[config.mk]
export PLATFORM = sky130hd
export DESIGN_NAME = bf_uart_tx
export DESIGN_NICKNAME = d
export VERILOG_FILES = /design/src/rtl/bf_uart_tx.sv
export SDC_FILE = /design/constraint.sdc
export NUM_CORES = 1
export LEC_CHECK = 0
export ABC_CLOCK_PERIOD_IN_PS = 9100
export CAP_MARGIN = 20
export CORE_ASPECT_RATIO = 1.5
export CORE_MARGIN = 4
export CORE_UTILIZATION = 35
export DETAILED_ROUTE_END_ITERATION = 6
export PLACE_DENSITY = 0.56
export SYNTH_ARGS = -nofsm -noshare
export SYNTH_HDL_FRONTEND = slang
export SYNTH_SLANG_ARGS = --single-unit
export TNS_END_PERCENT = 30
[constraint.sdc]
create_clock -name clk -period 9.1 [get_ports clk]
set_input_delay 0.91 -clock clk [delete_from_list [all_inputs] [get_ports clk]]
set_output_delay 0.91 -clock clk [all_outputs]
set_load 0.01 [all_outputs]
[src/rtl/bf_uart_tx.sv]
// UART 8N1 transmitter with a character FIFO, fed by the brainfuck core's output strobe.
// Drops pushes into a full FIFO and latches a sticky overflow flag, since the core cannot stall.
module bf_uart_tx #(
    parameter int unsigned CLK_PER_BIT = 16,
    parameter int unsigned FIFO_AW     = 4
) (
    input  logic             clk,
    input  logic             reset,
    input  logic             char_valid,
    input  logic [7:0]       char_data,
    output logic             tx,
    output logic             busy,
    output logic             fifo_empty,
    output logic             fifo_full,
    output logic [FIFO_AW:0] fifo_count,
    output logic             overflow
);

    localparam int unsigned DEPTH = 1 << FIFO_AW;
    localparam int unsigned CNT_W = $clog2(CLK_PER_BIT);
    localparam logic [CNT_W-1:0] CNT_LAST = CNT_W'(CLK_PER_BIT - 1);
    localparam logic [FIFO_AW:0] CNT_FULL = (FIFO_AW + 1)'(DEPTH);

    typedef enum logic [1:0] {
        ST_IDLE,
        ST_START,
        ST_DATA,
        ST_STOP
    } state_e;

    state_e             state_q, state_d;
    logic [CNT_W-1:0]   bit_cnt_q, bit_cnt_d;
    logic [2:0]         bit_idx_q, bit_idx_d;
    logic [7:0]         shift_q, shift_d;
    logic               tx_q, tx_d;
    logic               busy_q, busy_d;
    logic [FIFO_AW-1:0] wr_ptr_q, wr_ptr_d;
    logic [FIFO_AW-1:0] rd_ptr_q, rd_ptr_d;
    logic [FIFO_AW:0]   count_q, count_d;
    logic               empty_q, empty_d;
    logic               full_q, full_d;
    logic               overflow_q, overflow_d;
    logic [7:0]         mem_q [DEPTH];

    logic pop_c;
    logic push_c;
    logic bit_last_c;

    // Framing FSM plus FIFO bookkeeping; a pop always loads the head into the shifter.
    always_comb begin
        state_d    = state_q;
        bit_cnt_d  = bit_cnt_q;
        bit_idx_d  = bit_idx_q;
        shift_d    = shift_q;
        tx_d       = tx_q;
        pop_c      = 1'b0;
        bit_last_c = (bit_cnt_q == CNT_LAST);

        case (state_q)
            ST_IDLE: begin
                tx_d = 1'b1;
                if (count_q != '0) begin
                    pop_c     = 1'b1;
                    shift_d   = mem_q[rd_ptr_q];
                    state_d   = ST_START;
                    tx_d      = 1'b0;
                    bit_cnt_d = '0;
                end
            end
            ST_START: begin
                if (bit_last_c) begin
                    state_d   = ST_DATA;
                    bit_cnt_d = '0;
                    bit_idx_d = '0;
                    tx_d      = shift_q[0];
                end else begin
                    bit_cnt_d = bit_cnt_q + CNT_W'(1);
                end
            end
            ST_DATA: begin
                if (bit_last_c) begin
                    bit_cnt_d = '0;
                    if (bit_idx_q == 3'd7) begin
                        state_d = ST_STOP;
                        tx_d    = 1'b1;
                    end else begin
                        shift_d   = {1'b0, shift_q[7:1]};
                        bit_idx_d = bit_idx_q + 3'd1;
                        tx_d      = shift_q[1];
                    end
                end else begin
                    bit_cnt_d = bit_cnt_q + CNT_W'(1);
                end
            end
            ST_STOP: begin
                if (bit_last_c) begin
                    bit_cnt_d = '0;
                    // Back-to-back frames: skip IDLE when more data is waiting.
                    if (count_q != '0) begin
                        pop_c   = 1'b1;
                        shift_d = mem_q[rd_ptr_q];
                        state_d = ST_START;
                        tx_d    = 1'b0;
                    end else begin
                        state_d = ST_IDLE;
                        tx_d    = 1'b1;
                    end
                end else begin
                    bit_cnt_d = bit_cnt_q + CNT_W'(1);
                end
            end
            default: begin
                state_d = ST_IDLE;
                tx_d    = 1'b1;
            end
        endcase

        push_c     = char_valid && ((count_q != CNT_FULL) || pop_c);
        overflow_d = overflow_q | (char_valid & ~push_c);
        wr_ptr_d   = push_c ? wr_ptr_q + FIFO_AW'(1) : wr_ptr_q;
        rd_ptr_d   = pop_c  ? rd_ptr_q + FIFO_AW'(1) : rd_ptr_q;

        case ({push_c, pop_c})
            2'b10:   count_d = count_q + (FIFO_AW + 1)'(1);
            2'b01:   count_d = count_q - (FIFO_AW + 1)'(1);
            default: count_d = count_q;
        endcase

        empty_d = (count_d == '0);
        full_d  = (count_d == CNT_FULL);
        busy_d  = (state_d != ST_IDLE);
    end

    always_ff @(posedge clk) begin
        if (reset) begin
            state_q    <= ST_IDLE;
            bit_cnt_q  <= '0;
            bit_idx_q  <= '0;
            shift_q    <= '0;
            tx_q       <= 1'b1;
            busy_q     <= 1'b0;
            wr_ptr_q   <= '0;
            rd_ptr_q   <= '0;
            count_q    <= '0;
            empty_q    <= 1'b1;
            full_q     <= 1'b0;
            overflow_q <= 1'b0;
        end else begin
            state_q    <= state_d;
            bit_cnt_q  <= bit_cnt_d;
            bit_idx_q  <= bit_idx_d;
            shift_q    <= shift_d;
            tx_q       <= tx_d;
            busy_q     <= busy_d;
            wr_ptr_q   <= wr_ptr_d;
            rd_ptr_q   <= rd_ptr_d;
            count_q    <= count_d;
            empty_q    <= empty_d;
            full_q     <= full_d;
            overflow_q <= overflow_d;
        end
    end

    // Storage needs no reset; occupancy alone decides what is valid.
    always_ff @(posedge clk) begin
        if (push_c && !reset) begin
            mem_q[wr_ptr_q] <= char_data;
        end
    end

    assign tx         = tx_q;
    assign busy       = busy_q;
    assign fifo_empty = empty_q;
    assign fifo_full  = full_q;
    assign fifo_count = count_q;
    assign overflow   = overflow_q;

endmodule

Word level (Yosys, flattened, before mapping)
Memories as Yosys holds them, arrays and structs flattened. A register that Yosys moved wholly into a read port is not among the register bits.
Index checks and enable logic that the tools add are counted.
{"block": "word_totals", "mem_count": 1, "reg_bits": 35, "mem_bits_rw": 128, "latchBits": 0, "output_inout_bits": 10, "wordCells": 83, "input_bits": 11, "rom_bits": 0}
{"memory": "mem_q", "words": 16, "word_bits": 8, "rd": 1, "rd_clocked_by_memory_dff": 1, "write_ports": 1, "line": "43", "text": "logic [7:0] mem_q [DEPTH];"}
{"block": "classes", "add_sub_neg": 6, "n_bitwise": 3, "n_mux": 33, "multipliers": 0, "order_cmp": 0, "n_div": 0, "shifts": 0, "reduce_logical": 14, "n_eq_ne": 14}
{"cell": "$mux 8", "n": 4}
{"cell": "$pmux 8 s3", "n": 1}
{"cell": "$mux 4", "n": 4}
{"cell": "$add 4x1->4 const B", "n": 3}
{"cell": "$mux 1", "n": 10}
{"cell": "$mux 2", "n": 5}
{"cell": "$ne 2x2->1 const B", "n": 5}
{"cell": "$pmux 5 s2", "n": 1}
{"cell": "$mux 3", "n": 3}
{"cell": "$pmux 2 s4", "n": 1}
{"cell": "$pmux 4 s2", "n": 1}
{"cell": "$reduce_and 4->1", "n": 2}
{"cell": "$eq 2x2->1 const B", "n": 3}
{"cell": "$pmux 3 s2", "n": 1}
{"cell": "$add 5x1->5 const B", "n": 1}
{"cell": "$eq 5x5->1 const B", "n": 1}
{"cell": "$logic_not 5->1", "n": 1}
{"cell": "$ne 5x5->1 const B", "n": 1}
{"cell": "$reduce_bool 5->1", "n": 1}
{"cell": "$sub 5x1->5 const B", "n": 1}
{"cell": "$eq 2x1->1 const B", "n": 2}
{"cell": "$eq 4x4->1 const B", "n": 1}
{"cell": "$pmux 1 s4", "n": 1}
{"cell": "$reduce_bool 2->1", "n": 2}
{"cell": "13 further kinds", "n": 14}

Longest topological paths before layout
Gate-level depths: netlist of run 1.
{"block": "logic_depth", "ltp_word": 9, "ltp_mapped": 12, "ltp_nobuf": 12}

Worst setup path before layout of run 1
No wires, ideal clock.
{"block": "synth_timing", "kind": "input port to flip-flop", "from": "input char_valid", "to": "register empty_q (netlist: fifo_empty)", "setup_ns": 0.087, "t_required_ns": 9.013, "n_path_buf": 1, "slack_ns": 6.077, "arrival_ns": 2.936, "cell_stages": 10, "path_cell_list": "clkbuf_1 -> inv_1 -> nand2_1 -> inv_1 -> fa_1 -> a21o_1 -> a211o_1 -> o221ai_1 -> o211ai_1 -> o31ai_1"}
{"block": "synth_via", "elab_chain_cells": 4, "elab_cells_between_ends": 5, "classes_between": "2 x eq/ne; 1 x mux; 2 x reduce/logical"}
{"item": "from (decl)", "line": "9", "text": "input logic char_valid,"}
{"item": "$logic_and 1x1->1 *", "line": "118", "text": "push_c = char_valid && ((count_q != CNT_FULL) || pop_c);"}
{"item": "$eq 2x1->1 or $eq 2x2->1 (tied branches)", "line": "123", "text": "case ({push_c, pop_c})"}
{"item": "$pmux 5 s2 *", "line": "123"}
{"item": "$logic_not 5->1 *", "line": "129", "text": "empty_d = (count_d == '0);"}
{"item": "to (signal assigned)", "line": "158", "text": "empty_q <= empty_d;"}
{"item": "to (decl)", "line": "40", "text": "logic empty_q, empty_d;"}
Every way passes the cells marked *; elsewhere a longest branch is shown, timed or not.
A chain may end at the register's enable or synchronous reset.

Final worst setup path of run 1
{"block": "layout_timing", "from": "register state_q[0]", "to": "register empty_q (netlist: fifo_empty)"}
{"block": "layout_via", "elab_chain_cells": 7, "elab_cells_between_ends": 9, "classes_between": "3 x eq/ne; 2 x mux; 4 x reduce/logical"}
{"item": "from (decl)", "line": "31", "text": "state_e state_q, state_d;"}
{"item": "from (signal assigned)", "line": "149", "text": "state_q <= state_d;"}
{"item": "$eq 2x2->1 or $logic_not 2->1 (tied branches)", "line": "59", "text": "case (state_q)"}
{"item": "$pmux 1 s2 *", "line": "59"}
{"item": "$logic_or 1x1->1", "line": "118"}
{"item": "$logic_and 1x1->1", "line": "118"}
{"item": "$eq 2x1->1 or $eq 2x2->1 (tied branches)", "line": "123"}
{"item": "$pmux 5 s2 *", "line": "123"}
{"item": "$logic_not 5->1 *", "line": "129"}
Marks and branches as above.

==> results of run 1 <==
## cell families (layout without fill, tap and decap cells)
logic type / Yosys count / count (layout) / synth area share
buf+inv: 30 / 64 / 0.0203
mux: 48 / 48 / 0.138
fa+ha+maj: 17 / 17 / 0.0313
simple gates: 99 / 99 / 0.0683
xor+xnor: 8 / 8 / 0.00996
compound gates: 76 / 76 / 0.0749
flops: 167 / 167 / 0.657
## cells in the final DEF (no fill, tap or decap), drive strengths merged, types with 2 or more instances in the layout
cell type,synthesis,layout
a21oi,26,26
mux4,39,39
a2111oi,2,2
clkbuf,11,18
nor4,2,2
nand3,5,5
a31oi,2,2
a21o,4,4
dfxtp,39,39
clkinvlp,0,4
and3,3,3
o21a,2,2
o21ai,16,16
nand2,23,23
or2,2,2
nand4,3,3
nor2,42,42
nor3,2,2
xor2,5,5
and2,2,2
nand2b,3,3
o211ai,7,7
buf,10,3
clkinv,0,5
a211oi,2,2
mux2i,8,8
ha,16,16
nand3b,4,4
edfxtp,128,128
or3b,2,2
inv,9,13
o31ai,2,2
xnor2,3,3
clkdlybuf4s50,0,20
## per-layer routing
metal  GRT usage  vias up  part of all wire  wire length (microns)
met3      0.0280       21             0.034                    478
met2       0.238       75              0.56                   7790
met1       0.156     1970              0.39                   5450
met4      0.0550        0             0.022                    313
met5           0        -                 0                      0
li1            -     1784                 -                      -
## power by group through the flow
stage | clock (mW) | sequential (mW) | combinational (mW)
global placement | 0 | 0.952 | 0.590
CTS | 0.692 | 0.938 | 0.607
floorplan | 0 | 0.931 | 0.460
global route | 0.727 | 0.946 | 0.665
detailed placement | 0 | 0.954 | 0.605
finish | 0.675 | 0.937 | 0.599
## sequential cells by signal, indices dropped and copies added, names as in the netlist, named ones only
signal      flops
bit_cnt_q       4
bit_idx_q       3
busy            1
fifo_count      5
fifo_empty      1
fifo_full       1
mem_q         128
overflow        1
rd_ptr_q        4
shift_q         8
state_q         2
tx              1
wr_ptr_q        4
## area by class of cell
cell class / instances / area [sq um]
Clock buffer: 18 / 429
Clock inverter: 14 / 124
Fill cell: 1803 / 11800
Inverter: 9 / 33.8
Multi-Input combinational cell: 248 / 2270
Sequential cell: 167 / 4630
Tap cell: 260 / 325
Timing Repair Buffer: 23 / 223
## stage by stage
stage                util  setup WS [ps]  cells
floorplan               -           6080    445
global placement    0.378           5450    707
detailed placement  0.378           5370    707
CTS                 0.406           5660    739
global route        0.406           5370    739
finish              0.406           5680    739
## cells in the mapped netlist, types with 5 or more instances
library cell,count,share of area
nand2_1,23,0.012
xor2_1,5,0.0062
mux2i_1,8,0.011
nand3_1,5,0.0036
a21oi_1,25,0.018
clkbuf_1,11,0.0059
edfxtp_1,128,0.55
dfxtp_1,39,0.11
mux4_2,39,0.12
nor2_1,42,0.022
inv_1,9,0.0048
o211ai_1,6,0.0064
buf_2,6,0.0043
ha_1,16,0.028
o21ai_0,15,0.011
## critical path, stage by stage, from the launching register on
cell      delay (ps)
dfxtp_1          410
ha_1             400
a41oi_4          220
a211oi_2         490
nand2_1          230
inv_1            220
ha_1             300
a21o_1           220
a211o_1          290
o221ai_1         170
o211ai_1         140
o31ai_1          250
## worst max path at each step
| stage | from | end |
|---|---|---|
| final | state_q[0] | fifo_empty |
| after global routing | state_q[0] | fifo_empty |
| after CTS | state_q[0] | fifo_empty |
| after detailed placement | char_valid | fifo_empty |
| after global placement | char_valid | fifo_empty |
| after floorplan | char_valid | fifo_empty |
==> out/summary.json, run 1 <==
{
  "power.sequential.fraction": {"value": 0.424},
  "power.ir.vdd_worst": {"value": 144, "unit": "uV"},
  "seq_area_frac_synth": {"value": 0.657},
  "worstHoldStart": {"value": "bit_idx_q[2]"},
  "p_int": {"value": 1.53, "unit": "mW"},
  "ys_warn_count": {"value": 0},
  "die_x": {"value": 124, "unit": "microns"},
  "p_sw": {"value": 0.680, "unit": "mW"},
  "netlist-cell-type-count": {"value": 62},
  "synth_nets": {"value": 473},
  "power_density": {"value": 275, "unit": "mW/mm^2"},
  "postSynthRegisterBits": {"value": 167},
  "final_nets": {"value": 494},
  "fin_skew": {"value": 8.50, "unit": "ps"},
  "starting_density_of_the_core": {"value": 0.356},
  "max_clock_freq": {"value": 0.292, "unit": "GHz"},
  "worst_path_arrival": {"value": 3760, "unit": "ps"},
  "first_pass_grt_wire_length": {"value": 22700, "unit": "microns"},
  "ctsHtreeMaxLevel": {"value": 4},
  "min_period_over_period": {"value": 0.376},
  "cts_buffers": {"value": 17},
  "tritoncts": {"value": "yes"},
  "drt_pre_antenna_iters": {"value": 4},
  "max_slew.worst_pin.slew": {"value": 924, "unit": "ps"},
  "ctsRootBufferMaster": {"value": "clkbuf_16"},
  "startpoint_types": {"value": "register"},
  "overflow": {"value": 0},
  "detail_route.drc_violations": {"value": 0},
  "hold_viol_final": {"value": 0},
  "totalNegativeSetupSlack": {"value": 0, "unit": "ps"},
  "fp.coreArea": {"value": 0.0198, "unit": "sq mm"},
  "postSynth.asyncResetShare": {"value": 0},
  "top_ff_cell_synth": {"value": "edfxtp_1"},
  "die_height": {"value": 182, "unit": "microns"},
  "n_antenna_cell": {"value": 0},
  "floorplan.die_area": {"value": 0.0225, "unit": "sq mm"},
  "crit-reg2reg-capture": {"value": "fifo_empty"},
  "crit-reg2reg-launch": {"value": "state_q[0]"},
  "rsz0062_at_grt": {"value": "no"},
  "run_status": {"value": "finished, final reports clean"},
  "fp-row-count": {"value": 63},
  "clock_latency": {"value": 420, "unit": "ps"},
  "power.leakage": {"value": 2.56, "unit": "nW"},
  "grt_max_degree": {"value": 33},
  "totalWireLength": {"value": 14000, "unit": "microns"},
  "hold_depth": {"value": 2},
  "number_of_vias_in_the_routed_layout": {"value": 3850},
  "cts_buffer_depth": {"value": 2},
  "power.share.combinational": {"value": 0.271},
  "hold_ws": {"value": 460, "unit": "ps"},
  "max-slew-margin-rel": {"value": 0.381},
  "crit_path_end_kind": {"value": "register"},
  "place_area": {"value": 0.00748, "unit": "sq mm"},
  "timing.setup.critical_path_class": {"value": "reg2reg"},
  "cts_hold_repair.buffers": {"value": 0},
  "share_of_layout_cells_above_drive_strength_1": {"value": 0.184},
  "fin_crit": {"value": 3420, "unit": "ps"},
  "worstHoldPathType": {"value": "reg2reg"},
  "timing.reg2reg.worst_path_depth": {"value": 11},
  "min_delay_worst_endpoint": {"value": "bit_idx_q[2]"},
  "final_antenna_net_count": {"value": 0},
  "final_design_area_no_fill": {"value": 0.00803, "unit": "sq mm"},
  "clkSlewWorstSetupHoldPaths": {"value": 70, "unit": "ps"},
  "cts.repair.resized": {"value": 0},
  "number_of_synthesized_flops_with_an_enable_pin": {"value": 128},
  "ff2ff_setup_slack": {"value": 5680, "unit": "ps"},
  "worstPathRequired": {"value": 9440, "unit": "ps"},
  "synth_cells": {"value": 445},
  "groute.usage.overall": {"value": 0.135},
  "post_synth.cell_area_avg": {"value": 15.8, "unit": "sq um"},
  "dp_hpwl": {"value": 9830, "unit": "microns"},
  "gp_congestion": {"value": 0.850},
  "slew_violations": {"value": 0},
  "post-cts-setup-buffers": {"value": 0},
  "first_global_vias": {"value": 4045},
  "drv_cap": {"value": 0},
  "initial_antenna_violation_count": {"value": 0},
  "avgViaCountPerCell": {"value": 5.21},
  "ioPinCount": {"value": 21},
  "synthesis.area": {"value": 0.00703, "unit": "sq mm"},
  "drt_iter0_drc": {"value": 357},
  "report.power.total": {"value": 2.21, "unit": "mW"},
  "share_clk_of_total_power": {"value": 0.305},
  "portBuffers": {"value": 20},
  "timing.critical_path.fanout_max": {"value": 8},
  "number_of_endpoints_failing_setup_at_the_final_stage": {"value": 0},
  "post_drt_wl_per_cell": {"value": 19.0, "unit": "microns"},
  "clock-sinks": {"value": 167},
  "flow.area_growth_from_synthesis": {"value": 14.1, "unit": "%"},
  "sw_frac_of_total": {"value": 0.307}
}
No activity file was read; power rests on OpenSTA's default activity.
==> inputs of run 2 (changes only) <==
--- a/config.mk
+++ b/config.mk
@@ -5,13 +5,13 @@
 export SDC_FILE = /design/constraint.sdc
 export NUM_CORES = 1
 export LEC_CHECK = 0
-export ABC_CLOCK_PERIOD_IN_PS = 9100
+export ABC_CLOCK_PERIOD_IN_PS = 2800
 export CAP_MARGIN = 20
 export CORE_ASPECT_RATIO = 1.5
 export CORE_MARGIN = 4
 export CORE_UTILIZATION = 35
 export DETAILED_ROUTE_END_ITERATION = 6
-export PLACE_DENSITY = 0.56
+export PLACE_DENSITY = 0.58
 export SYNTH_ARGS = -nofsm -noshare
 export SYNTH_HDL_FRONTEND = slang
 export SYNTH_SLANG_ARGS = --single-unit
==> constraint.sdc (replaced) <==
create_clock -name clk -period 2.8 [get_ports clk]
set_input_delay 0.28 -clock clk [delete_from_list [all_inputs] [get_ports clk]]
set_output_delay 0.28 -clock clk [all_outputs]
set_load 0.01 [all_outputs]
==> out/summary.json, run 2 (same netlist as run 1, synthesis figures left out) <==
{
  "fillCellCount": {"value": 1757},
  "dp_hpwl": {"value": 10300, "unit": "microns"},
  "starting_density_of_the_core": {"value": 0.356},
  "timing.setup.critical_path_class": {"value": "reg2reg"},
  "drt_pre_antenna_iters": {"value": 4},
  "tritoncts": {"value": "yes"},
  "power_density": {"value": 891, "unit": "mW/mm^2"},
  "finalWorstSetupSlack": {"value": 139, "unit": "ps"},
  "final_nets": {"value": 533},
  "drv_cap": {"value": 0},
  "detail_route.drc_violations": {"value": 0},
  "gp_congestion": {"value": 0.766},
  "worst_path_arrival": {"value": 2960, "unit": "ps"},
  "ff_latch_area": {"value": 0.00463, "unit": "sq mm"},
  "totalNegativeSetupSlack": {"value": 0, "unit": "ps"},
  "place_worst_setup_slack": {"value": 81.6, "unit": "ps"},
  "hold_depth": {"value": 2},
  "grt_max_degree": {"value": 29},
  "max_slew.worst_pin.slew": {"value": 851, "unit": "ps"},
  "max_clock_freq": {"value": 0.376, "unit": "GHz"},
  "power.ir.vdd_worst": {"value": 404, "unit": "uV"},
  "portBuffers": {"value": 20},
  "worstHoldStart": {"value": "bit_idx_q[1]"},
  "groute.usage.overall": {"value": 0.139},
  "first_global_vias": {"value": 4165},
  "power.leakage": {"value": 2.78, "unit": "nW"},
  "cpMaxStageDelayCell": {"value": "fa_1"},
  "slew_violations": {"value": 0},
  "die_height": {"value": 182, "unit": "microns"},
  "share_of_layout_cells_above_drive_strength_1": {"value": 0.257},
  "number_of_flip_flops_in_the_largest_register": {"value": 128},
  "timing.critical_path.fanout_max": {"value": 6},
  "clock-sinks": {"value": 167},
  "initial_antenna_violation_count": {"value": 0},
  "cp.buffers_inverters": {"value": 2},
  "timing.reg2reg.worst_path_depth": {"value": 12},
  "overflow": {"value": 0},
  "die_x": {"value": 124, "unit": "microns"},
  "post_drt_wl_per_cell": {"value": 18.9, "unit": "microns"},
  "cts_buffers": {"value": 17},
  "drt_iter0_drc": {"value": 341},
  "ioPinCount": {"value": 21},
  "ff2ff_setup_slack": {"value": 140, "unit": "ps"},
  "avgViaCountPerCell": {"value": 5.18},
  "fin_crit": {"value": 2660, "unit": "ps"},
  "cts_hold_repair.buffers": {"value": 0},
  "layout_commonest_cell": {"value": "edfxtp_1"},
  "commonest_cells_after_routing_fill_and_taps_aside": {"value": "edfxtp_1, nor2_1, buf_4"},
  "finalNonFillerCells": {"value": 778},
  "min_period_over_period": {"value": 0.950},
  "fp-row-count": {"value": 63},
  "run_status": {"value": "finished, final reports clean"},
  "fin_skew": {"value": 9.65, "unit": "ps"},
  "rsz0062_at_grt": {"value": "no"},
  "clkSlewWorstSetupHoldPaths": {"value": 70, "unit": "ps"},
  "cts_buffer_depth": {"value": 2},
  "placedCellCount": {"value": 746},
  "ctsHtreeMaxLevel": {"value": 4},
  "critical-path-top-delay-family": {"value": "compound AO/OA/AOI/OAI gates"},
  "ctsRootBufferMaster": {"value": "clkbuf_16"},
  "totalWireLength": {"value": 14700, "unit": "microns"},
  "n_antenna_cell": {"value": 0},
  "number_of_vias_in_the_routed_layout": {"value": 4027},
  "min_delay_worst_endpoint": {"value": "bit_idx_q[1]"},
  "hold_viol_final": {"value": 0},
  "first_pass_grt_wire_length": {"value": 23700, "unit": "microns"},
  "worstHoldPathType": {"value": "reg2reg"},
  "crit-reg2reg-capture": {"value": "fifo_full"},
  "max-slew-margin-rel": {"value": 0.433},
  "startpoint_types": {"value": "register"},
  "regMostFlops": {"value": "mem_q"},
  "floorplan.die_area": {"value": 0.0225, "unit": "sq mm"},
  "clock_latency": {"value": 420, "unit": "ps"},
  "critical_path.cell_chain": {"value": "inv_1 -> ha_1 -> a41oi_4 -> a211oi_4 -> nand2_1 -> inv_2 -> fa_1 -> a21o_1 -> a211o_1 -> o221ai_2 -> o211ai_1 -> nor4b_2"},
  "crit-reg2reg-launch": {"value": "state_q[0]"},
  "flow.area_growth_from_synthesis": {"value": 19.3, "unit": "%"},
  "worst-path-stages": {"value": 12},
  "number_of_endpoints_failing_setup_at_the_final_stage": {"value": 0},
  "crit_path_end_kind": {"value": "register"},
  "worst_path_largest_cell_delay": {"value": 410, "unit": "ps"},
  "area_occupied_by_multi_input_gates": {"value": 0.00230, "unit": "sq mm"},
  "final_antenna_net_count": {"value": 0},
  "worstPathRequired": {"value": 3100, "unit": "ps"},
  "fp.coreArea": {"value": 0.0198, "unit": "sq mm"}
}
## run 2: changes by cell type in the layout (fill, tap and decap cells not counted), sizes merged
cell,delta
buf,+39
bufinv,-1
clkbuf,-1
clkinvlp,-4
inv,+6
## run 2: layer usage
metal	routed length (microns)	GRT usage	vias to the layer above	share of wire
met5	0	0	-	0
met3	341	0.0237	17	0.023
met4	226	0.0430	0	0.015
li1	-	-	1860	-
met1	5680	0.163	2083	0.39
met2	8440	0.254	67	0.57
## run 2: what timing repair did
action                                  4_1_cts  5_1_grt
resized for setup                             0        6
setup buffers                                 0        0
endpoints found under the hold margin         0        0
endpoints found under the setup margin        0        3
## run 2: worst max path at each step
stage | startpoint | endpoint | slack (ps)
after floorplan | state_q[0] | fifo_empty | 30
after global placement | bit_cnt_q[0] | fifo_empty | 190
after detailed placement | state_q[0] | fifo_empty | 80
after CTS | state_q[0] | fifo_empty | 70
after global routing | state_q[0] | fifo_full | 10
final | state_q[0] | fifo_full | 140
## run 2: layout make-up
class | count | area share
repair buffers | 62 | 0.0629
clock buffers | 17 | 0.0507
clock inverters | 15 | 0.0177
flip-flops and latches | 167 | 0.552
well taps | 260 | 0.0388
multi-input cells | 248 | 0.274
inverters | 9 | 0.00403
## run 2: worst register-to-register path: stages, from the launching register on
cell and delay [ps]:
dfxtp_2 350, inv_1 80, ha_1 250, a41oi_4 220, a211oi_4 60, nand2_1 120
inv_2 80, fa_1 410, a21o_1 210, a211o_1 310, o221ai_2 150, o211ai_1 130
nor4b_2 180
## run 2: power breakdown
| group | switching, mW | internal [mW] |
|---|---|---|
| Clock | 1.06 | 1.19 |
| Combinational | 1.19 | 1.08 |
| Sequential | 0.120 | 2.84 |
| Total | 2.37 | 5.10 |
## run 2: through the flow
step                       util  hold slack, ps  power (mW)  instance area, sq um
after global routing      0.424             481        7.89                  8390
after detailed placement  0.394             453        5.27                  7790
final                     0.424             457        7.47                  8390
after CTS                 0.423             462        7.53                  8360
after floorplan               -             379        4.55                  7040
after global placement    0.394             445        5.20                  7790
==> inputs of run 3 (changes only) <==
--- a/config.mk
+++ b/config.mk
@@ -5,13 +5,14 @@
 export SDC_FILE = /design/constraint.sdc
 export NUM_CORES = 1
 export LEC_CHECK = 0
+export ABC_AREA = 1
 export ABC_CLOCK_PERIOD_IN_PS = 2800
 export CAP_MARGIN = 20
 export CORE_ASPECT_RATIO = 1.5
 export CORE_MARGIN = 4
-export CORE_UTILIZATION = 35
+export CORE_UTILIZATION = 45
 export DETAILED_ROUTE_END_ITERATION = 6
-export PLACE_DENSITY = 0.58
+export PLACE_DENSITY = 0.7
 export SYNTH_ARGS = -nofsm -noshare
 export SYNTH_HDL_FRONTEND = slang
 export SYNTH_SLANG_ARGS = --single-unit
==> out/summary.json, run 3 <==
{
  "netlist-cell-type-count": {"value": 38},
  "dp_hpwl": {"value": 10700, "unit": "microns"},
  "hold_ws": {"value": 471, "unit": "ps"},
  "commonest_cells_after_routing_fill_and_taps_aside": {"value": "edfxtp_1, inv_1, nand2_1"},
  "fp.coreArea": {"value": 0.0158, "unit": "sq mm"},
  "groute.usage.overall": {"value": 0.178},
  "max-slew-margin-rel": {"value": 0.473},
  "layout_commonest_cell": {"value": "edfxtp_1"},
  "clock_latency": {"value": 420, "unit": "ps"},
  "overflow": {"value": 0},
  "portBuffers": {"value": 20},
  "initial_antenna_violation_count": {"value": 0},
  "power_density": {"value": 847, "unit": "mW/mm^2"},
  "cts_hold_repair.buffers": {"value": 0},
  "min_period_over_period": {"value": 0.899},
  "ranking_of_synthesized_cells_by_area": {"value": "edfxtp_1, dfxtp_1, nand3_1"},
  "fp-row-count": {"value": 56},
  "power.ir.vdd_worst": {"value": 539, "unit": "uV"},
  "flow.area_growth_from_synthesis": {"value": 15.0, "unit": "%"},
  "number_of_vias_in_the_routed_layout": {"value": 5080},
  "max_clock_freq": {"value": 0.397, "unit": "GHz"},
  "max_slew.worst_pin.slew": {"value": 789, "unit": "ps"},
  "drt_pre_antenna_iters": {"value": 5},
  "avgViaCountPerCell": {"value": 5.39},
  "die_height": {"value": 164, "unit": "microns"},
  "cts_buffer_depth": {"value": 2},
  "clock-sinks": {"value": 167},
  "drv_cap": {"value": 0},
  "ys_warn_count": {"value": 0},
  "startpoint_types": {"value": "register"},
  "ioPinCount": {"value": 21},
  "post_drt_wl_per_cell": {"value": 16.8, "unit": "microns"},
  "first_pass_grt_wire_length": {"value": 25300, "unit": "microns"},
  "fin_skew": {"value": 9.23, "unit": "ps"},
  "synth_cells": {"value": 695},
  "post_synth.cell_area_avg": {"value": 10.6, "unit": "sq um"},
  "post-cts-setup-buffers": {"value": 0},
  "starting_density_of_the_core": {"value": 0.463},
  "number_of_synthesized_flops_with_an_enable_pin": {"value": 128},
  "gr-max-usage-layer": {"value": "met2"},
  "slew_violations": {"value": 0},
  "ctsRootBufferMaster": {"value": "clkbuf_16"},
  "adder_cell_share_of_the_synthesized_area": {"value": 0.0300},
  "number_of_flip_flops_in_the_largest_register": {"value": 128},
  "globalRouteMet3Util": {"value": 0.0367},
  "worst_path_arrival": {"value": 2880, "unit": "ps"},
  "n_antenna_cell": {"value": 0},
  "ctsHtreeMaxLevel": {"value": 4},
  "cts_buffers": {"value": 17},
  "area_fraction_in_and_or_nand_and_nor_cells_after_synthesis": {"value": 0.146},
  "groute.layer.met1.usage": {"value": 0.188},
  "gp_congestion": {"value": 0.914},
  "totalNegativeSetupSlack": {"value": 0, "unit": "ps"},
  "worstPathRequired": {"value": 3160, "unit": "ps"},
  "yosys.area.top_type_share": {"value": 0.524},
  "final_antenna_net_count": {"value": 0},
  "grtUsageMet2": {"value": 0.333},
  "top_ff_cell_synth": {"value": "edfxtp_1"},
  "detail_route.drc_violations": {"value": 0},
  "timing.critical_path.fanout_max": {"value": 5},
  "drt_iter0_drc": {"value": 307},
  "final_nets": {"value": 755},
  "synth_common_cells": {"value": "edfxtp_1, inv_1, nand2_1"},
  "critPathMostFrequentCell": {"value": "nand2_1"},
  "timing.setup.critical_path_class": {"value": "reg2reg"},
  "postSynthRegisterBits": {"value": 167},
  "dominant_combinational_cell_family_by_area_after_synthesis": {"value": "simple AND/OR/NAND/NOR gates"},
  "critical_path.cell_chain": {"value": "inv_1 -> ha_1 -> inv_1 -> nand2_2 -> inv_2 -> nand3_1 -> inv_2 -> ha_1 -> a21oi_1 -> nand2_1 -> xor2_1 -> nand3_1 -> nand2_1 -> nor2_1 -> nand2_1 -> nor2_2"},
  "totalWireLength": {"value": 15900, "unit": "microns"},
  "power.leakage": {"value": 3.25, "unit": "nW"},
  "final_design_area_no_fill": {"value": 0.00844, "unit": "sq mm"},
  "clkSlewWorstSetupHoldPaths": {"value": 70, "unit": "ps"},
  "first_global_vias": {"value": 5039},
  "grt_max_degree": {"value": 64},
  "synth_xor_xnor_area_share": {"value": 0.00358},
  "cpMaxStageDelayCell": {"value": "dfxtp_1"},
  "place_area": {"value": 0.00785, "unit": "sq mm"},
  "tritoncts": {"value": "yes"},
  "ff2ff_setup_slack": {"value": 280, "unit": "ps"},
  "synthMuxAreaShare": {"value": 0},
  "seq_area_frac_synth": {"value": 0.630},
  "floorplan.die_area": {"value": 0.0185, "unit": "sq mm"},
  "synthDominantAreaCellType": {"value": "edfxtp_1"},
  "synth.most_common_cell": {"value": "edfxtp_1"},
  "worst_path_largest_cell_delay": {"value": 380, "unit": "ps"},
  "crit_path_end_kind": {"value": "register"},
  "postSynth.asyncResetShare": {"value": 0},
  "regMostFlops": {"value": "mem_q"},
  "run_status": {"value": "finished, final reports clean"},
  "number_of_endpoints_failing_setup_at_the_final_stage": {"value": 0},
  "synth_nets": {"value": 723},
  "hold_viol_final": {"value": 0},
  "worstHoldPathType": {"value": "reg2reg"},
  "fin_crit": {"value": 2520, "unit": "ps"},
  "rsz0062_at_grt": {"value": "no"},
  "die_x": {"value": 112, "unit": "microns"},
  "synthesis.area": {"value": 0.00734, "unit": "sq mm"},
  "share_of_layout_cells_above_drive_strength_1": {"value": 0.118},
  "complex_gate_fraction_of_the_synthesized_area": {"value": 0.119},
  "fillCellCount": {"value": 1393}
}
[run 3: cell count changes in the layout (fill, tap and decap cells not counted), sizes merged, moves of 4 or more]
cell | previous run | this run
nor2 | 42 | 49
nand3 | 5 | 78
buf | 42 | 23
o211ai | 7 | 29
inv | 19 | 106
mux2i | 8 | 0
a21oi | 26 | 64
mux4 | 39 | 0
o21ai | 16 | 54
nand2 | 23 | 89
nand3b | 4 | 0
[run 3: final timing paths]
path / startpoint / end / cells after the start
worst min register to register: shift_q[6] / shift_q[6] / 2
worst max-delay path: state_q[1] / fifo_full / 16
worst min-delay path: shift_q[6] / shift_q[6] / 2
worst max register to register: state_q[1] / fifo_full / 16
[run 3: cells by family after synthesis]
logic type                 count (synthesis)
buffers and inverters                    130
and+or+nand+nor                          225
AOI/OAI and AO/OA                        153
DFF                                      167
adders and majority gates                 17
xor gates and xnor gates                   3
[run 3: metrics by stage]
stage	utilization	power, mW	setup WS, ps	std cells
after global placement	0.496	4.80	334	911
after CTS	0.533	7.21	200	943
after floorplan	-	4.38	481	695
after global routing	0.533	7.55	14.6	943
final	0.533	7.15	282	943
after detailed placement	0.496	4.89	220	911
[run 3: metal layers]
metal,wire length [microns],vias to the layer above
met5,0,-
met4,606,0
li1,-,2466
met3,590,38
met2,8720,132
met1,5960,2444
[run 3: power by group]
group / total (mW) / internal, mW / leakage (nW) / switching (mW)
combinational: 1.76 / 0.657 / 1.49 / 1.10
clock: 2.31 / 1.34 / 0.289 / 0.975
sequential: 3.08 / 2.85 / 1.47 / 0.230
total: 7.15 / 4.85 / 3.25 / 2.31
[run 3: worst max-delay path, delay by kind of cell (launching register included)]
family,cells,cell delay (ps)
simple gates,8,750
fa+ha+maj,2,570
buf+inv,4,440
flops,1,380
compound gates,1,190
xor+xnor,1,140
[run 3: layout make-up]
type | count | area [sq um] | area share
flip-flops and latches | 167 | 4630 | 0.549
multi-input cells | 398 | 2190 | 0.259
clock buffers | 17 | 425 | 0.0504
repair buffers | 43 | 398 | 0.0471
inverters | 100 | 377 | 0.0446
well taps | 203 | 254 | 0.0301
clock inverters | 15 | 165 | 0.0196
[run 3: repair_timing]
action                                 in CTS  in global routing
gates resized for setup                     0                  2
setup endpoints to repair                   0                  3
endpoints found under the hold margin       0                  0
